**config.mk**
```make
export PLATFORM = sky130hd
export DESIGN_NAME = risc_run_ctrl
export DESIGN_NICKNAME = d
export VERILOG_FILES = /design/src/rtl/risc_run_ctrl.sv
export SDC_FILE = /design/constraint.sdc
export NUM_CORES = 1
export LEC_CHECK = 0
export CORE_UTILIZATION = 45
export DETAILED_ROUTE_END_ITERATION = 10
export PLACE_DENSITY_LB_ADDON = 0.1
export SLEW_MARGIN = 0
export SYNTH_ARGS = -nofsm -noshare
export SYNTH_HDL_FRONTEND = slang
export SYNTH_SLANG_ARGS = --single-unit
```
**constraint.sdc**
```tcl
create_clock -name clk -period 1.9 [get_ports clk]
set_input_delay 0.285 -clock clk [delete_from_list [all_inputs] [get_ports clk]]
set_output_delay 0.285 -clock clk [all_outputs]
set_load 0.05 [all_outputs]
```
**src/rtl/risc_run_ctrl.sv**
```systemverilog
// Run-control sequencer for VeriRISC: instruction phase, core enable, HLT/step/stop handling, debug bus arbitration.
// Optional breakpoint comparator enabled by defining BREAKPOINT_EN.
module risc_run_ctrl #(
    parameter int AWIDTH = 5,
    parameter int CWIDTH = 16
) (
    input  logic              clk,
    input  logic              rst,
    input  logic              halt,
    input  logic [AWIDTH-1:0] pc_addr,
    input  logic              cmd_run,
    input  logic              cmd_step,
    input  logic              cmd_stop,
    input  logic              dbg_req,
    input  logic [AWIDTH-1:0] bp_addr,
    input  logic              bp_valid,
    output logic [2:0]        phase,
    output logic              cpu_en,
    output logic              dbg_gnt,
    output logic              running,
    output logic              halted,
    output logic              bp_hit,
    output logic [CWIDTH-1:0] instr_cnt
);

    typedef enum logic [2:0] {
        S_IDLE,
        S_RUN,
        S_STEP,
        S_HALTED,
        S_DBG
    } state_t;

    state_t            state_reg, state_next;
    logic [2:0]        phase_reg, phase_next;
    logic [CWIDTH-1:0] cnt_reg, cnt_next;
    logic              bp_hit_reg, bp_hit_next;
    logic              pend_reg, pend_next;
    logic              skip_reg, skip_next;
    logic              ret_halted_reg, ret_halted_next;
    logic              bp_match;

`ifdef BREAKPOINT_EN
    assign bp_match = bp_valid && (pc_addr == bp_addr) && !skip_reg;
`else
    assign bp_match = 1'b0;
    logic bp_unused;
    assign bp_unused = &{1'b0, bp_valid, bp_addr, pc_addr, skip_reg};
`endif

    always_ff @(posedge clk or posedge rst) begin
        if (rst) begin
            state_reg      <= S_IDLE;
            phase_reg      <= 3'd0;
            cnt_reg        <= '0;
            bp_hit_reg     <= 1'b0;
            pend_reg       <= 1'b0;
            skip_reg       <= 1'b0;
            ret_halted_reg <= 1'b0;
        end else begin
            state_reg      <= state_next;
            phase_reg      <= phase_next;
            cnt_reg        <= cnt_next;
            bp_hit_reg     <= bp_hit_next;
            pend_reg       <= pend_next;
            skip_reg       <= skip_next;
            ret_halted_reg <= ret_halted_next;
        end
    end

    always_comb begin
        state_next      = state_reg;
        phase_next      = phase_reg;
        cnt_next        = cnt_reg;
        bp_hit_next     = bp_hit_reg;
        pend_next       = pend_reg;
        skip_next       = skip_reg;
        ret_halted_next = ret_halted_reg;
        case (state_reg)
            S_IDLE, S_HALTED: begin
                // cmd_stop has no effect here but still outranks step/run
                if (cmd_step && !cmd_stop) begin
                    state_next  = S_STEP;
                    phase_next  = 3'd0;
                    bp_hit_next = 1'b0;
                    skip_next   = 1'b1;
                    pend_next   = 1'b0;
                end else if (cmd_run && !cmd_stop) begin
                    state_next  = S_RUN;
                    phase_next  = 3'd0;
                    bp_hit_next = 1'b0;
                    skip_next   = 1'b1;
                    pend_next   = 1'b0;
                end else if (dbg_req) begin
                    state_next      = S_DBG;
                    ret_halted_next = (state_reg == S_HALTED);
                end
            end
            S_RUN, S_STEP: begin
                if (phase_reg == 3'd0) begin
                    skip_next = 1'b0;
                end
                if ((phase_reg == 3'd0) && bp_match) begin
                    // Stop before executing: phase stays 0, nothing retires
                    state_next  = S_IDLE;
                    phase_next  = 3'd0;
                    bp_hit_next = 1'b1;
                    pend_next   = 1'b0;
                end else begin
                    phase_next = phase_reg + 3'd1;
                    if ((state_reg == S_RUN) && cmd_stop) begin
                        pend_next = 1'b1;
                    end
                    if ((phase_reg == 3'd4) && halt) begin
                        state_next = S_HALTED;
                        phase_next = 3'd0;
                        cnt_next   = cnt_reg + 1'b1;
                        pend_next  = 1'b0;
                    end else if (phase_reg == 3'd7) begin
                        cnt_next = cnt_reg + 1'b1;
                        if ((state_reg == S_STEP) || pend_reg || cmd_stop) begin
                            state_next = S_IDLE;
                            pend_next  = 1'b0;
                        end
                    end
                end
            end
            S_DBG: begin
                if (!dbg_req) begin
                    state_next = ret_halted_reg ? S_HALTED : S_IDLE;
                end
            end
            default: begin
                state_next = S_IDLE;
                phase_next = 3'd0;
            end
        endcase
    end

    assign phase     = phase_reg;
    assign cpu_en    = (state_reg == S_RUN) || (state_reg == S_STEP);
    assign running   = cpu_en;
    assign halted    = (state_reg == S_HALTED);
    assign dbg_gnt   = (state_reg == S_DBG);
    assign bp_hit    = bp_hit_reg;
    assign instr_cnt = cnt_reg;

endmodule

```
---- Yosys cells after proc, flatten, opt, wreduce, memory -nomap -nowiden ----
Index checks and enable logic that the tools add are counted.
storage, ports and cells
  bits in registers ....................... 25
  output and inout bits ................... 24
cells by class
  add/subtract/negate cells ............... 2
  eq/ne operators ......................... 11
  multiplexer cells ....................... 22
  bitwise logic cells ..................... 3
  reduce and logical (&&, ||, !) cells .... 20
operators with widths
  operator               number
  $mux 16                2
  $mux 3                 10
  $pmux 3 s3             2
  $add 16x1->16 const B  1
  $eq 3x3->1 const B     3
  $ne 3x3->1 const B     3
  $reduce_and 2->1       4
  $reduce_and 4->1       2
  $eq 3x2->1 const B     2
  $mux 1                 6
  $reduce_bool 2->1      3
  $logic_and 1x1->1      4
  $ne 4x4->1 const B     1
  $reduce_or 2->1        2
  $add 3x1->3 const B    1
  $eq 3x1->1 const B     1
  $logic_not 3->1        1
  $logic_or 1x1->1       3
  $not 1->1              3
  $mux 2                 1
  $ne 2x2->1 const B     1
  $pmux 1 s2             1
  $logic_not 1->1        1

---- Logic depth before layout (Yosys ltp) ----
Gate-level depths: netlist of run 1.
  depth in word-level cells ............... 7
  mapped depth ............................ 6

---- Least setup slack after synthesis of run 1 ----
OpenSTA, ideal clock, no wires.
  path type ............................... register -> register
  start point ............................. register state_reg[2]
  end point ............................... register ret_halted_reg
  arrival time ............................ 2.041 ns
  setup slack ............................. -0.213 ns
  stages on the path, launching flop included .. 4
  path buffers ............................ 1
  clock period less this slack ............ 2.113 ns
  path through ............................ dfrtp_1 buf_2 nor3_1 mux2_2
on the way
  cells in the longest elaborated chain, start to end .. 3
  elaborated cells on any way between the ends .. 4
RTL lines
  what                               line  text
  start, declared                    34    state_t state_reg, state_next;
  start signal, assigned             61    state_reg <= state_next;
  $eq 3x2->1 (*)                     -
  net halted                         21    output logic halted,
  $reduce_or 2->1                    79    case (state_reg)
  $reduce_and 4->1 (no source line)  -
  end signal, assigned               67    ret_halted_reg <= ret_halted_next;
  end, declared                      40    logic ret_halted_reg, ret_halted_next;
Mark *: on every way through the listed nets, which the timed path passes. The rest lies on a longest branch.
A chain may end at the register's enable or synchronous reset.

---- Final worst setup path of run 1 ----
  start point ............................. register cnt_reg[2] (netlist: instr_cnt[2])
  end point ............................... output instr_cnt[2]
RTL lines
  what                    line  text
  start, declared         36    logic [CWIDTH-1:0] cnt_reg, cnt_next;
  start signal, assigned  63    cnt_reg <= cnt_next;
  end, declared           23    output logic [CWIDTH-1:0] instr_cnt
No word-level cell between the ends.

==> out/results.ini, run 1 <==
[pwr]
total_power_mw=2.001
comb_power_share_pct=52.9
pwr-share-clk_pct=13.6
p_int_mw=1.141
cellPowerDensity_nw_per_um2=1170
p_leak_nw=0.8884
p_sw_mw=0.8600
seqPwrFrac_pct=33.5
ir_worst_vdd_v=0.001373
p_sw_share_pct=42.98

[critical_path]
crit_required_ns=1.62
startpoint=instr_cnt[2]
worst_setup_path_end_kind=output pin
r2r_cells=6
start_kind=flip-flop
critical_path.endpoint=instr_cnt[2]
crit_type=flip-flop to output pin
path_buf_inv=1
path_cells=clkdlybuf4s50_1
crit_fanout=4
rrSetupSlack_ns=0.15
critical-path-max-stage-delay_ns=0.82
r2r-end=instr_cnt[10]
cpMaxStageDelayCell=clkdlybuf4s50_1
cp.arrival_ns=1.56
cpLargestDelayFamily=buffers and inverters
cp.depth=1
r2r_start=phase[0]

[layout]
drive_gt1_share_pct=20.57
fill_cells=209
fin_nets=164
antennaDiodeCount=0
syn_to_final_growth_pct=38.08
largest_reg_flops=16

[sta]
clock_skew_ns=0.003164
fin_crit_ns=1.840
clock.fmax_ghz=0.5434
final-max-slew-violation-count=0
timing.final.crit_share_pct=96.85
finalHoldViolations=0
tns_ns=0
setup_violations=0
worst_pin_slew_ns=0.5057
slew-limit-headroom_pct=66.23

[logic_synthesis]
synthMuxAreaShare_pct=4.343
syn_inst=108
synth_compound_area_share_pct=6.970
synth_top_family_by_area=simple AND/OR/NAND/NOR gates
syn_area_um2=1239
synth_cell_types=33
yosysWarnings=0
synth-simple-area-share_pct=19.49
synth_adder_area_share_pct=4.040
synth_fp_nets=130
synth-xor-area-share_pct=12.63
synth.ff_latch_count=24
avgSynthCellArea_um2=11.47
synth-seq-area-share_pct=48.48

[drt]
wl_per_cell_um=14.65
routed_wl_um=2506
dr.pass1.iters=4
drtIter0Drc=16
via_per_inst=5.649
via_count=966
ant_nets=0
drc=0

[clock_tree]
htree_levels=1
clockBufferDepth=2
cts_buffers=3
clk_latency_ns=0.31
hold_buffers=0
cts-root-buf=clkbuf_4
path_clk_slew_ns=0.13
cts.sinks=24
cts_tree=built
cts_setup_buffers=0

[global_routing]
antenna_found_initial=0
grt_usage_pct=19.78
grt_overflow=0
grt_max_degree=25
grt_pass1_vias=942
grt_pass1_wl_um=4160

[placed_design]
portBuffers=29
hpwl_um=1825
gp_congestion=0.8112

[run_status]
outcome=complete, no violations

[min_path]
min_path_type=input port to asynchronous set/reset pin

[floorplanning]
core-area_um2=2545
rows=18
die_w_um=54.47
pin_count=42
die_area_um2=2966
start_util_pct=48.67
die-height_um=54.47

[flow_run]
maxCapViolations=0

## Yosys cell counts, drive strengths merged
library cell,n,area share [%]
nor2,1,0.30
nor4,4,4.4
xnor2,14,11
and4,1,0.71
dfrtp,24,48
or2,1,0.51
xor2,3,2.1
a221oi,1,1.2
nand2,6,1.8
buf,3,1.6
conb,1,0.30
mux2i,2,1.6
nor3,5,2.0
o31ai,1,0.61
ha,4,4.0
a22o,2,1.4
o32a,1,0.81
nor4b,1,0.71
nor3b,1,0.61
mux2,3,2.7
o21ba,1,0.81
nor2b,1,0.51
a31oi,1,0.51
a222oi,2,1.6
and3,6,3.0
nand3,7,2.8
nand4,3,1.5
inv,5,1.5
clkbuf,2,0.61
and2,1,0.51
## tightest hold or removal path, delay by kind of cell
| kind | cells | cell delay [ns] |
|---|---|---|
| buffers and inverters | 3 | 0.75 |
## cells in the final DEF, fill, tap and decap left out, drive strengths merged, types with 4 or more instances in the layout
master         Yosys  layout
dfrtp             24      24
clkdlybuf4s50      0      16
xnor2             14      14
buf                3       9
dlymetal6s2s       0       8
nand3              7       7
nand2              6       6
and3               6       6
inv                5       5
nor3               5       5
ha                 4       4
clkbuf             2       4
nor4               4       4
## metal layers
| layer | wire length (um) | part of all wire [%] | track usage [%] |
|---|---|---|---|
| met1 | 1086 | 43 | 24.35 |
| met2 | 1270 | 51 | 33.13 |
| met3 | 102 | 4.1 | 3.333 |
| met4 | 47 | 1.9 | 9.829 |
| met5 | 0 | 0 | 0 |
## power groups by stage
stage	clock, mW	sequential [mW]	combinational [mW]
final	0.271	0.670	1.06
after floorplan	0	0.739	0.593
after global routing	0.298	0.682	1.14
after global placement	0	0.665	1.00
after CTS	0.279	0.670	1.05
after detailed placement	0	0.668	1.02
## worst min-delay path by stage
stage	start	end	slack, ns
3_3_place_gp	instr_cnt[15]	instr_cnt[15]	0.46
5_1_grt	rst	instr_cnt[13]	0.34
6_report	rst	instr_cnt[3]	0.31
3_5_place_dp	instr_cnt[7]	instr_cnt[7]	0.48
2_1_floorplan	rst	instr_cnt[0]	0.30
4_1_cts	rst	instr_cnt[14]	0.31
## metrics by stage
stage | setup WS [ns] | instances | hold slack [ns] | cell area [um2] | utilization (%)
floorplan | 0.003237 | 108 | 0.2995 | 1249 | -
global route | -0.001798 | 171 | 0.3411 | 1710 | 67.21
detailed placement | -0.04674 | 167 | 0.4815 | 1627 | 63.91
global placement | -0.01367 | 167 | 0.4583 | 1627 | 63.91
CTS | 0.003994 | 171 | 0.3149 | 1679 | 65.98
finish | 0.05986 | 171 | 0.3088 | 1710 | 67.21
## cells by family after synthesis
family | count (synthesis)
AOI/OAI and AO/OA | 9
buffers and inverters | 10
and+or+nand+nor | 38
muxes | 5
DFF | 24
other | 1
xor gates and xnor gates | 17
adders and majority gates | 4
## final cells by class
type                    count  area (um2)  area share [%]
clock buffers               4       36.28           2.121
multi-input cells          74       626.9           36.65
repair buffers             34       386.6           22.60
flip-flops and latches     24       604.3           35.33
well taps                  30       37.54           2.195
inverters                   5       18.77           1.097
## what timing repair did
item / in CTS / in global routing
pin swaps: 0 / 2
resized for setup: 3 / 12
gates cloned: 0 / 0
setup endpoints to repair: 4 / 15
Power figures use the tool's default switching activity.
==> run 2: changes to the inputs <==
Settings changed: CORE_ASPECT_RATIO set to 0.6.
==> run 2 against run 1 <==
  * Global-route usage shrank 0.32 points
  * First-iteration DRC count up 130%
  * Count of clock-buffer cells in the layout did not move
  * Die area is 0.23% higher
  * Power rose by 3.9%
  * Non-clock buffer count increased by 4
==> out/results.ini, run 2 (synthesis gave the netlist of run 1 again) <==
[run_status]
outcome=complete, no violations

[layout]
antennaDiodeCount=0
layout_common_cells=clkdlybuf4s50_1, dfrtp_1, xnor2_1
fin_util_pct=68.00
largest_reg_flops=16
fin_nets=168
drive_gt1_share_pct=22.07
multiInputGateArea_um2=621.8
syn_to_final_growth_pct=40.40
stdcell_count=177
regArea_um2=603.1
fill_cells=197
final_common_cell=clkdlybuf4s50_1
final_area_um2=1739

[pwr]
ir_worst_vdd_v=0.001181
total_power_mw=2.080
p_leak_nw=0.7860
cellPowerDensity_nw_per_um2=1196

[sta]
timing.final.crit_share_pct=96.79
clock.fmax_ghz=0.5438
setup_violations=0
worst_pin_slew_ns=0.5114
fin_crit_ns=1.839
slew-limit-headroom_pct=65.85
final-max-slew-violation-count=0
rsz0062_at_grt=yes
finalHoldViolations=0
clock_skew_ns=0.001643

[placed_design]
gp_congestion=0.8148
portBuffers=29
hpwl_um=1967
post_dp_cell_area_um2=1644
placed_cells=171

[global_routing]
antenna_found_initial=0
grt_overflow=0
grt_pass1_vias=874
grt_pass1_wl_um=4312
grt_max_degree=25
grt_usage_pct=19.46

[drt]
via_count=952
dr.pass1.iters=4
via_per_inst=5.379
wl_per_cell_um=14.68
routed_wl_um=2598
drc=0
drtIter0Drc=36
ant_nets=0

[floorplanning]
die-height_um=42.64
rows=14
start_util_pct=48.43
die_area_um2=2973
pin_count=42
core-area_um2=2557
die_w_um=69.73

[critical_path]
crit_fanout=6
start_kind=flip-flop
cp.arrival_ns=1.55
crit_type=flip-flop to output pin
worst_setup_path_end_kind=output pin
crit_required_ns=1.62

[flow_run]
maxCapViolations=0

[clock_tree]
htree_levels=1
cts_tree=built
cts-root-buf=clkbuf_8
hold_buffers=0
cts_buffers=3
cts.sinks=24
path_clk_slew_ns=0.08
clk_latency_ns=0.27
clockBufferDepth=2

[min_path]
min_path_type=input port to asynchronous set/reset pin

## run 2: cell types whose count changed in the layout (fill, tap and decap cells not counted), sizes merged
cell	change
dlygate4sd2	-1
dlymetal6s2s	-7
clkdlybuf4s50	+8
buf	+4
## run 2: routing by layer
metal  track usage (%)  vias up  share of wire, %
met1             28.88      460                53
met4             6.000        0               1.1
met3             6.250        5               5.7
li1                  -      459                 -
met5                 0        -                 0
met2             26.80       28                41
## run 2: power by group
group / internal [mW] / switching (mW) / leakage [nW] / total (mW)
logic: 0.458 / 0.603 / 0.428 / 1.06
clock network: 0.185 / 0.157 / 0.0288 / 0.342
registers: 0.573 / 0.103 / 0.329 / 0.676
## run 2: metrics by stage
step                      hold slack, ns  setup slack [ns]  TNS (ns)
final                             0.3536           0.06100         0
after global routing              0.3839          -0.01638  -0.04413
after CTS                         0.3576           0.02120         0
after floorplan                   0.2995          0.003237         0
after global placement            0.4586          -0.03368  -0.06886
after detailed placement          0.4829          -0.08419   -0.3101
## run 2: final timing paths
| kind | start | endpoint | slack [ns] | cells after the start |
|---|---|---|---|---|
| setup reg to reg | phase[1] | state_reg[0] | 0.07 | 7 |
| setup / recovery | state_reg[0] | cpu_en | 0.06 | 4 |
| hold / removal | rst | instr_cnt[1] | 0.35 | 3 |
| min in group clk | instr_cnt[7] | instr_cnt[7] | 0.49 | 1 |
| hold reg to reg | instr_cnt[7] | instr_cnt[7] | 0.49 | 1 |
| max in group asynchronous | rst | phase[1] | 1.29 | 3 |
## run 2: layout make-up
cell class	instances	share of cell area (%)
multi-input combinational	74	35.76
sequential	24	34.68
timing repair buffer	38	23.02
clock buffer	4	3.165
tap	32	2.302
inverter	5	1.079
## run 2: worst max-delay path, cell delays in order (launching register included)
cell and delay, ns:
dfrtp_1 0.48, xnor2_4 0.37, nor2_2 0.11, buf_4 0.18, buf_12 0.14
## run 2: timing repair
action                     in CTS  in global routing
setup endpoints to repair       8                  9
hold endpoints to repair        0                  0
setup buffers                   2                  0
pin swaps                       1                  1
gates resized for setup         2                  2
